[src/rtl/ahb_sram_pkg.sv]
// Shared AHB-Lite encodings and byte-lane helpers for the SRAM bridge.
// Pure declarations: no latency, no flow control.
package ahb_sram_pkg;

    typedef enum logic [1:0] {
        HTRANS_IDLE   = 2'b00,
        HTRANS_BUSY   = 2'b01,
        HTRANS_NONSEQ = 2'b10,
        HTRANS_SEQ    = 2'b11
    } htrans_t;

    typedef enum logic [2:0] {
        HSIZE_BYTE = 3'd0,
        HSIZE_HALF = 3'd1,
        HSIZE_WORD = 3'd2
    } hsize_t;

    localparam int DATA_W  = 32;
    localparam int LANES   = DATA_W / 8;

    // Expands a 4-bit byte mask into a 32-bit bit mask.
    function automatic logic [DATA_W-1:0] lane_bits(input logic [LANES-1:0] mask);
        return {{8{mask[3]}}, {8{mask[2]}}, {8{mask[1]}}, {8{mask[0]}}};
    endfunction

    function automatic logic [DATA_W-1:0] merge_lanes(input logic [DATA_W-1:0] base,
                                                      input logic [DATA_W-1:0] upd,
                                                      input logic [LANES-1:0]  mask);
        return (base & ~lane_bits(mask)) | (upd & lane_bits(mask));
    endfunction

endpackage

[src/rtl/ahb_byte_mask.sv]
// Decodes HSIZE and the low address bits into active byte lanes.
// Combinational, zero latency, no backpressure.
module ahb_byte_mask
    import ahb_sram_pkg::*;
(
    input  logic [2:0] hsize,
    input  logic [1:0] addr_lo,
    output logic [3:0] mask
);

    always_comb begin
        mask = 4'b1111;
        case (hsize)
            HSIZE_BYTE: mask = 4'b0001 << addr_lo;
            HSIZE_HALF: mask = addr_lo[1] ? 4'b1100 : 4'b0011;
            default:    mask = 4'b1111;
        endcase
    end

endmodule

[src/rtl/ahb_sram.sv]
// Zero-wait AHB-Lite to synchronous SRAM bridge; reads return data the cycle after accept,
// writes are posted into a small buffer and flushed on the next non-read cycle; HREADYOUT never stalls.
module ahb_sram
    import ahb_sram_pkg::*;
#(
    parameter int AW = 14
) (
    input  logic          HCLK,
    input  logic          HRESETn,
    input  logic          HSEL,
    input  logic [31:0]   HADDR,
    input  logic          HREADY,
    input  logic          HWRITE,
    input  logic [1:0]    HTRANS,
    input  logic [2:0]    HSIZE,
    input  logic [31:0]   HWDATA,
    output logic [31:0]   HRDATA,
    output logic          HREADYOUT,
    input  logic [31:0]   SRAMRDATA,
    output logic [3:0]    SRAMWEN,
    output logic [31:0]   SRAMWDATA,
    output logic          SRAMCS0,
    output logic [AW-3:0] SRAMADDR
);

    logic          acc, rd_acc, wr_acc, flush;
    logic [AW-3:0] haddr_w;
    logic [3:0]    acc_mask;
    logic [31:0]   wr_lanes;
    logic [31:0]   fwd_dat;

    logic          rd_pend;
    logic [AW-3:0] rd_addr;
    logic          wr_cap;
    logic [AW-3:0] wr_addr;
    logic [3:0]    wr_mask;

    // Two-entry posted-write buffer, entry 0 is the oldest and the one flushed.
    logic          b0_vld, b1_vld, n0_vld, n1_vld;
    logic [AW-3:0] b0_addr, b1_addr, n0_addr, n1_addr;
    logic [3:0]    b0_mask, b1_mask, n0_mask, n1_mask;
    logic [31:0]   b0_dat, b1_dat, n0_dat, n1_dat;

    assign haddr_w  = HADDR[AW-1:2];
    assign acc      = HRESETn & HSEL & HREADY & HTRANS[1];
    assign rd_acc   = acc & ~HWRITE;
    assign wr_acc   = acc & HWRITE;
    assign flush    = b0_vld & ~rd_acc;
    assign wr_lanes = HWDATA & lane_bits(wr_mask);

    ahb_byte_mask u_byte_mask (
        .hsize   (HSIZE),
        .addr_lo (HADDR[1:0]),
        .mask    (acc_mask)
    );

    always_ff @(posedge HCLK or negedge HRESETn) begin
        if (!HRESETn) begin
            rd_pend <= 1'b0;
            rd_addr <= '0;
            wr_cap  <= 1'b0;
            wr_addr <= '0;
            wr_mask <= 4'b0000;
        end else begin
            rd_pend <= rd_acc;
            wr_cap  <= wr_acc;
            if (rd_acc) begin
                rd_addr <= haddr_w;
            end
            if (wr_acc) begin
                wr_addr <= haddr_w;
                wr_mask <= acc_mask;
            end
        end
    end

    // A W,W,R sequence lands a second write while the first is held off by the read,
    // which is why the buffer needs two entries.
    always_comb begin
        n0_vld  = b0_vld;
        n0_addr = b0_addr;
        n0_mask = b0_mask;
        n0_dat  = b0_dat;
        n1_vld  = b1_vld;
        n1_addr = b1_addr;
        n1_mask = b1_mask;
        n1_dat  = b1_dat;
        if (flush) begin
            n0_vld  = b1_vld;
            n0_addr = b1_addr;
            n0_mask = b1_mask;
            n0_dat  = b1_dat;
            n1_vld  = 1'b0;
        end
        if (wr_cap) begin
            if (!n0_vld) begin
                n0_vld  = 1'b1;
                n0_addr = wr_addr;
                n0_mask = wr_mask;
                n0_dat  = wr_lanes;
            end else begin
                n1_vld  = 1'b1;
                n1_addr = wr_addr;
                n1_mask = wr_mask;
                n1_dat  = wr_lanes;
            end
        end
    end

    always_ff @(posedge HCLK or negedge HRESETn) begin
        if (!HRESETn) begin
            b0_vld  <= 1'b0;
            b0_addr <= '0;
            b0_mask <= 4'b0000;
            b0_dat  <= '0;
            b1_vld  <= 1'b0;
            b1_addr <= '0;
            b1_mask <= 4'b0000;
            b1_dat  <= '0;
        end else begin
            b0_vld  <= n0_vld;
            b0_addr <= n0_addr;
            b0_mask <= n0_mask;
            b0_dat  <= n0_dat;
            b1_vld  <= n1_vld;
            b1_addr <= n1_addr;
            b1_mask <= n1_mask;
            b1_dat  <= n1_dat;
        end
    end

    always_comb begin
        SRAMCS0   = rd_acc | b0_vld;
        SRAMWEN   = flush ? b0_mask : 4'b0000;
        SRAMADDR  = rd_acc ? haddr_w : b0_addr;
        SRAMWDATA = b0_dat;
    end

    // Newer buffered lanes override older ones, both override the array.
    always_comb begin
        fwd_dat = SRAMRDATA;
        if (b0_vld && (b0_addr == rd_addr)) begin
            fwd_dat = merge_lanes(fwd_dat, b0_dat, b0_mask);
        end
        if (b1_vld && (b1_addr == rd_addr)) begin
            fwd_dat = merge_lanes(fwd_dat, b1_dat, b1_mask);
        end
        HRDATA = rd_pend ? fwd_dat : 32'h0;
    end

    assign HREADYOUT = 1'b1;

    logic unused_trans0;
    assign unused_trans0 = HTRANS[0];

    generate
        if (AW < 32) begin : g_unused_hi
            logic unused_haddr_hi;
            assign unused_haddr_hi = ^HADDR[31:AW];
        end
    endgenerate

endmodule

[config.mk]
export PLATFORM = sky130hd
export DESIGN_NAME = ahb_sram
export DESIGN_NICKNAME = d
export VERILOG_FILES = /design/src/rtl/ahb_sram_pkg.sv /design/src/rtl/ahb_byte_mask.sv /design/src/rtl/ahb_sram.sv
export SDC_FILE = /design/constraint.sdc
export NUM_CORES = 1
export LEC_CHECK = 0
export CORE_MARGIN = 1
export CORE_UTILIZATION = 50
export CTS_BUF_LIST = sky130_fd_sc_hd__clkbuf_4 sky130_fd_sc_hd__clkbuf_8
export CTS_CLUSTER_SIZE = 20
export DETAILED_ROUTE_END_ITERATION = 6
export GPL_TIMING_DRIVEN = 0
export PLACE_DENSITY = 0.84
export SLEW_MARGIN = 20
export SYNTH_ARGS = -nofsm -noshare
export SYNTH_HDL_FRONTEND = slang
export SYNTH_HIERARCHICAL = 1
export SYNTH_SLANG_ARGS = --single-unit
[constraint.sdc]
create_clock -name HCLK -period 2.6 [get_ports HCLK]
set_input_delay 0.26 -clock HCLK [delete_from_list [all_inputs] [get_ports HCLK]]
set_output_delay 0.26 -clock HCLK [all_outputs]
set_load 0.05 [all_outputs]
==> reports/results.tsv <==
stage	metric	value	unit
sta	setup_viol	32	
synthesis	synthCells	736	
worst_setup_path	cp-endpoint	HRDATA[11]	
detailed_routing	routed-via-count	6996	
floorplanning	fp.dieH	119.2	µm
detailed_routing	wl_per_cell	21.24	µm
floorplanning	rows	42	
floorplanning	die_area	14210	µm²
floorplanning	num_io_pins	188	
global_route	grt_overflow	0	
status	status	finished, violations left	
worst_setup_path	crit_chain	xnor2_1 -> nand3_2 -> or4_4 -> buf_6 -> or4_4 -> a31oi_4 -> buf_6	
power	vdd_ir_drop_max	387.9	µV
sta	rsz0062_at_grt	yes	
placement	globalplace.congestion	0.8602	
placement	place_ws	-1.513	ns
synthesis	synth_area_leaders	dfrtp_1 (47%), mux2_2 (12%), nand2_1 (7.0%), o21ai_0 (5.2%), o21ai_1 (3.9%)	
synthesis	seq_area_frac_synth	0.4663	
worst_setup_path	crit_type	register to output pin	
final_layout	drive_gt1_frac	0.2931	
detailed_routing	drc	0	
synthesis	synth_edf_count	0	
worst_setup_path	reg2reg_depth	5	
cts	cts_buffers	17	
synthesis	synthFlopType	dfrtp_1	
synthesis	async_flop_share	1.000	
sta	finClkSkew	0.008025	ns
global_route	grt_max_degree	55	
cts	path_clk_slew	0.07	ns
worst_setup_path	startpoint_type	register	
placement	port-buffer-count	166	
worst_setup_path	end_kind	output pin	
final_layout	nFillCells	871	
synthesis	yosys.area.top_type_share	0.4663	
detailed_routing	detail_route.vias_per_cell	6.148	
synthesis	avgSynthCellArea	9.333	µm²
floorplanning	fp.dieW	119.2	µm
synthesis	yosys.cell_types.count	39	
synthesis	synthTopCellsByCount	dfrtp_1 (128), nand2_1 (128), mux2_2 (76), o21ai_0 (71), o21ai_1 (53)	
worst_hold_path	hold_start	HWDATA[4]	
global_route	grt_pass1_vias	6966	
sta	worst_pin_slew	1.002	ns
worst_setup_path	crit_start	rd_addr[8]	
final_layout	syn2layout_area_growth	49.38	%
power	power.leakage	4.315	nW
sta	post-route-period-util	1.252	
cts	cts_tree	built	
status	violations	setup timing	
final_layout	n_antenna_cell	0	
global_route	antenna_found_initial	0	
sta	slew_headroom	0.3300	
worst_setup_path	path_max_fanout	10	
flow_run	drv_cap	0	
cts	clkSinkCount	128	
synthesis	synth_area	6869	µm²
sta	max_freq	0.3073	GHz
synthesis	synth_seq_cells	128	
placement	dp_cells	1079	
worst_setup_path	timing.rr.end	SRAMWDATA[21]	
sta	setup_slack	-0.6540	ns
cts	root_buffer	clkbuf_8	
worst_hold_path	min_path_type	input pin to register	
cts	clockBufferDepth	2	
final_layout	fin_nets	1058	
power	power_density	643.4	nW/µm²
worst_setup_path	crit_slowest_cell	or4_4	
detailed_routing	drtPass1Iterations	5	
cts	clk_latency	0.45	ns
global_route	grt_first_pass_wirelength	36700	µm
cts	cts_max_level	4	
synthesis	yosys_warnings	6	
sta	drv_slew	0	
final_layout	final_core_util	0.7718	
floorplanning	core_area	13300	µm²
detailed_routing	routed_wl	24170	µm
detailed_routing	route.antenna.remaining_nets	0	
synthesis	syn_nets	842	
final_layout	fin_cells	1138	
worst_setup_path	r2r_setup_slack	0.05	ns
global_route	grtUsageTotal	0.3414	
worst_setup_path	crit_required	2.34	ns
worst_setup_path	reg2reg_from	b1_vld	
floorplanning	start_util	0.5167	
worst_setup_path	critical-path-max-stage-delay	0.59	ns
power	total_power	6.602	mW
sta	finalHoldViolations	0	
synthesis	yosys.area.top_type	dfrtp_1	
sta	min_period	3.254	ns
worst_setup_path	arrival	2.99	ns
detailed_routing	drt-initial-drc-count	570	
placement	dp_hpwl	15060	µm
==> how the worst min path moves through the flow <==
stage                               end  slack [ns]  depth (start not counted)
after global routing       SRAMWDATA[4]        0.41                          3
after floorplan            SRAMWDATA[0]       -0.04                          0
after detailed placement     b1_dat[17]        0.20                          1
after CTS                 SRAMWDATA[17]        0.37                          3
after global placement           b0_vld        0.46                          1
final                      SRAMWDATA[4]        0.38                          3
==> critical path, delay by kind of cell, from the launching register on <==
family	cells	cell delay [ns]
AOI/OAI and AO/OA	1	0.21
xor gates and xnor gates	1	0.24
buffers and inverters	2	0.36
DFF	1	0.43
and+or+nand+nor	3	1.29
==> layout make-up <==
class	count	area, µm²	area share
Multi-Input combinational cell	540	4011	0.3909
Sequential cell	128	3203	0.3122
Clock buffer	21	276.5	0.02695
Tap cell	176	220.2	0.02146
Clock inverter	8	90.09	0.008779
Inverter	11	41.29	0.004024
Timing Repair Buffer	200	2140	0.2085
Buffer	54	279.0	0.02719
==> flip-flops by register name, summed over array words and instances (netlist names), 4 cells and up <==
| name | flops |
|---|---|
| b1_dat | 32 |
| b1_addr | 12 |
| b0_addr | 12 |
| rd_addr | 12 |
| wr_mask | 4 |
| SRAMWDATA | 32 |
| b0_mask | 4 |
| b1_mask | 4 |
| wr_addr | 12 |
==> kinds of logic (layout without fill, tap and decap cells) <==
group / count (synthesis) / in the layout / share of synthesized area
AND/OR/NAND/NOR: 220 / 221 / 0.1466
AO/OA/AOI/OAI: 200 / 200 / 0.1587
flip-flops: 128 / 128 / 0.4663
multiplexers: 98 / 98 / 0.1577
buffers and inverters: 69 / 294 / 0.04462
XOR/XNOR: 20 / 20 / 0.02550
other: 1 / 1 / 0.0005459
==> stage by stage <==
step | TNS [ns] | area [µm²] | hold slack (ns)
6_report | -18.46 | 10260 | 0.3835
5_1_grt | -19.76 | 10260 | 0.4064
4_1_cts | -15.18 | 10110 | 0.3747
3_5_place_dp | -102.66 | 9188 | 0.2050
3_3_place_gp | -1271.25 | 9155 | 0.4577
2_1_floorplan | -0.1431 | 7273 | -0.03559
==> routing by layer <==
metal	part of all wire	GRT usage	vias up	wire length, µm
li1	-	-	3039	-
met1	0.38	0.4242	3396	9183
met2	0.48	0.5509	461	11690
met3	0.090	0.07280	100	2178
met4	0.046	0.1954	0	1122
met5	0	0	-	0
==> cells in the final DEF (no fill, tap or decap), types with 7 or more instances in the layout <==
| master | count |
|---|---|
| o21ai_0 | 69 |
| nand4_1 | 7 |
| dlygate4sd2_1 | 9 |
| clkdlybuf4s15_2 | 8 |
| mux2_2 | 76 |
| o21ai_1 | 44 |
| buf_6 | 36 |
| o21ai_2 | 9 |
| clkdlybuf4s50_1 | 116 |
| clkbuf_8 | 20 |
| mux2i_1 | 16 |
| nand2_1 | 123 |
| dfrtp_1 | 128 |
| inv_1 | 9 |
| a21oi_1 | 32 |
| xnor2_1 | 16 |
| nor2_1 | 37 |
| clkbuf_1 | 34 |
| a31oi_4 | 26 |
| buf_4 | 26 |
| or4_4 | 29 |
==> report_power, final <==
part           switching, mW  internal (mW)  total, mW
Clock                  0.758          0.896       1.65
Combinational           1.51          0.939       2.45
Sequential             0.234           2.26       2.50
==> timing repair <==
action	4_1_cts	5_1_grt
pin swaps	17	21
hold endpoints to repair	72	0
setup endpoints to repair	95	39
setup buffers	15	8
hold buffers	6	0
gates cloned	4	1
gates resized for setup	315	25
Note: power is estimated with default switching activity, not from simulation.
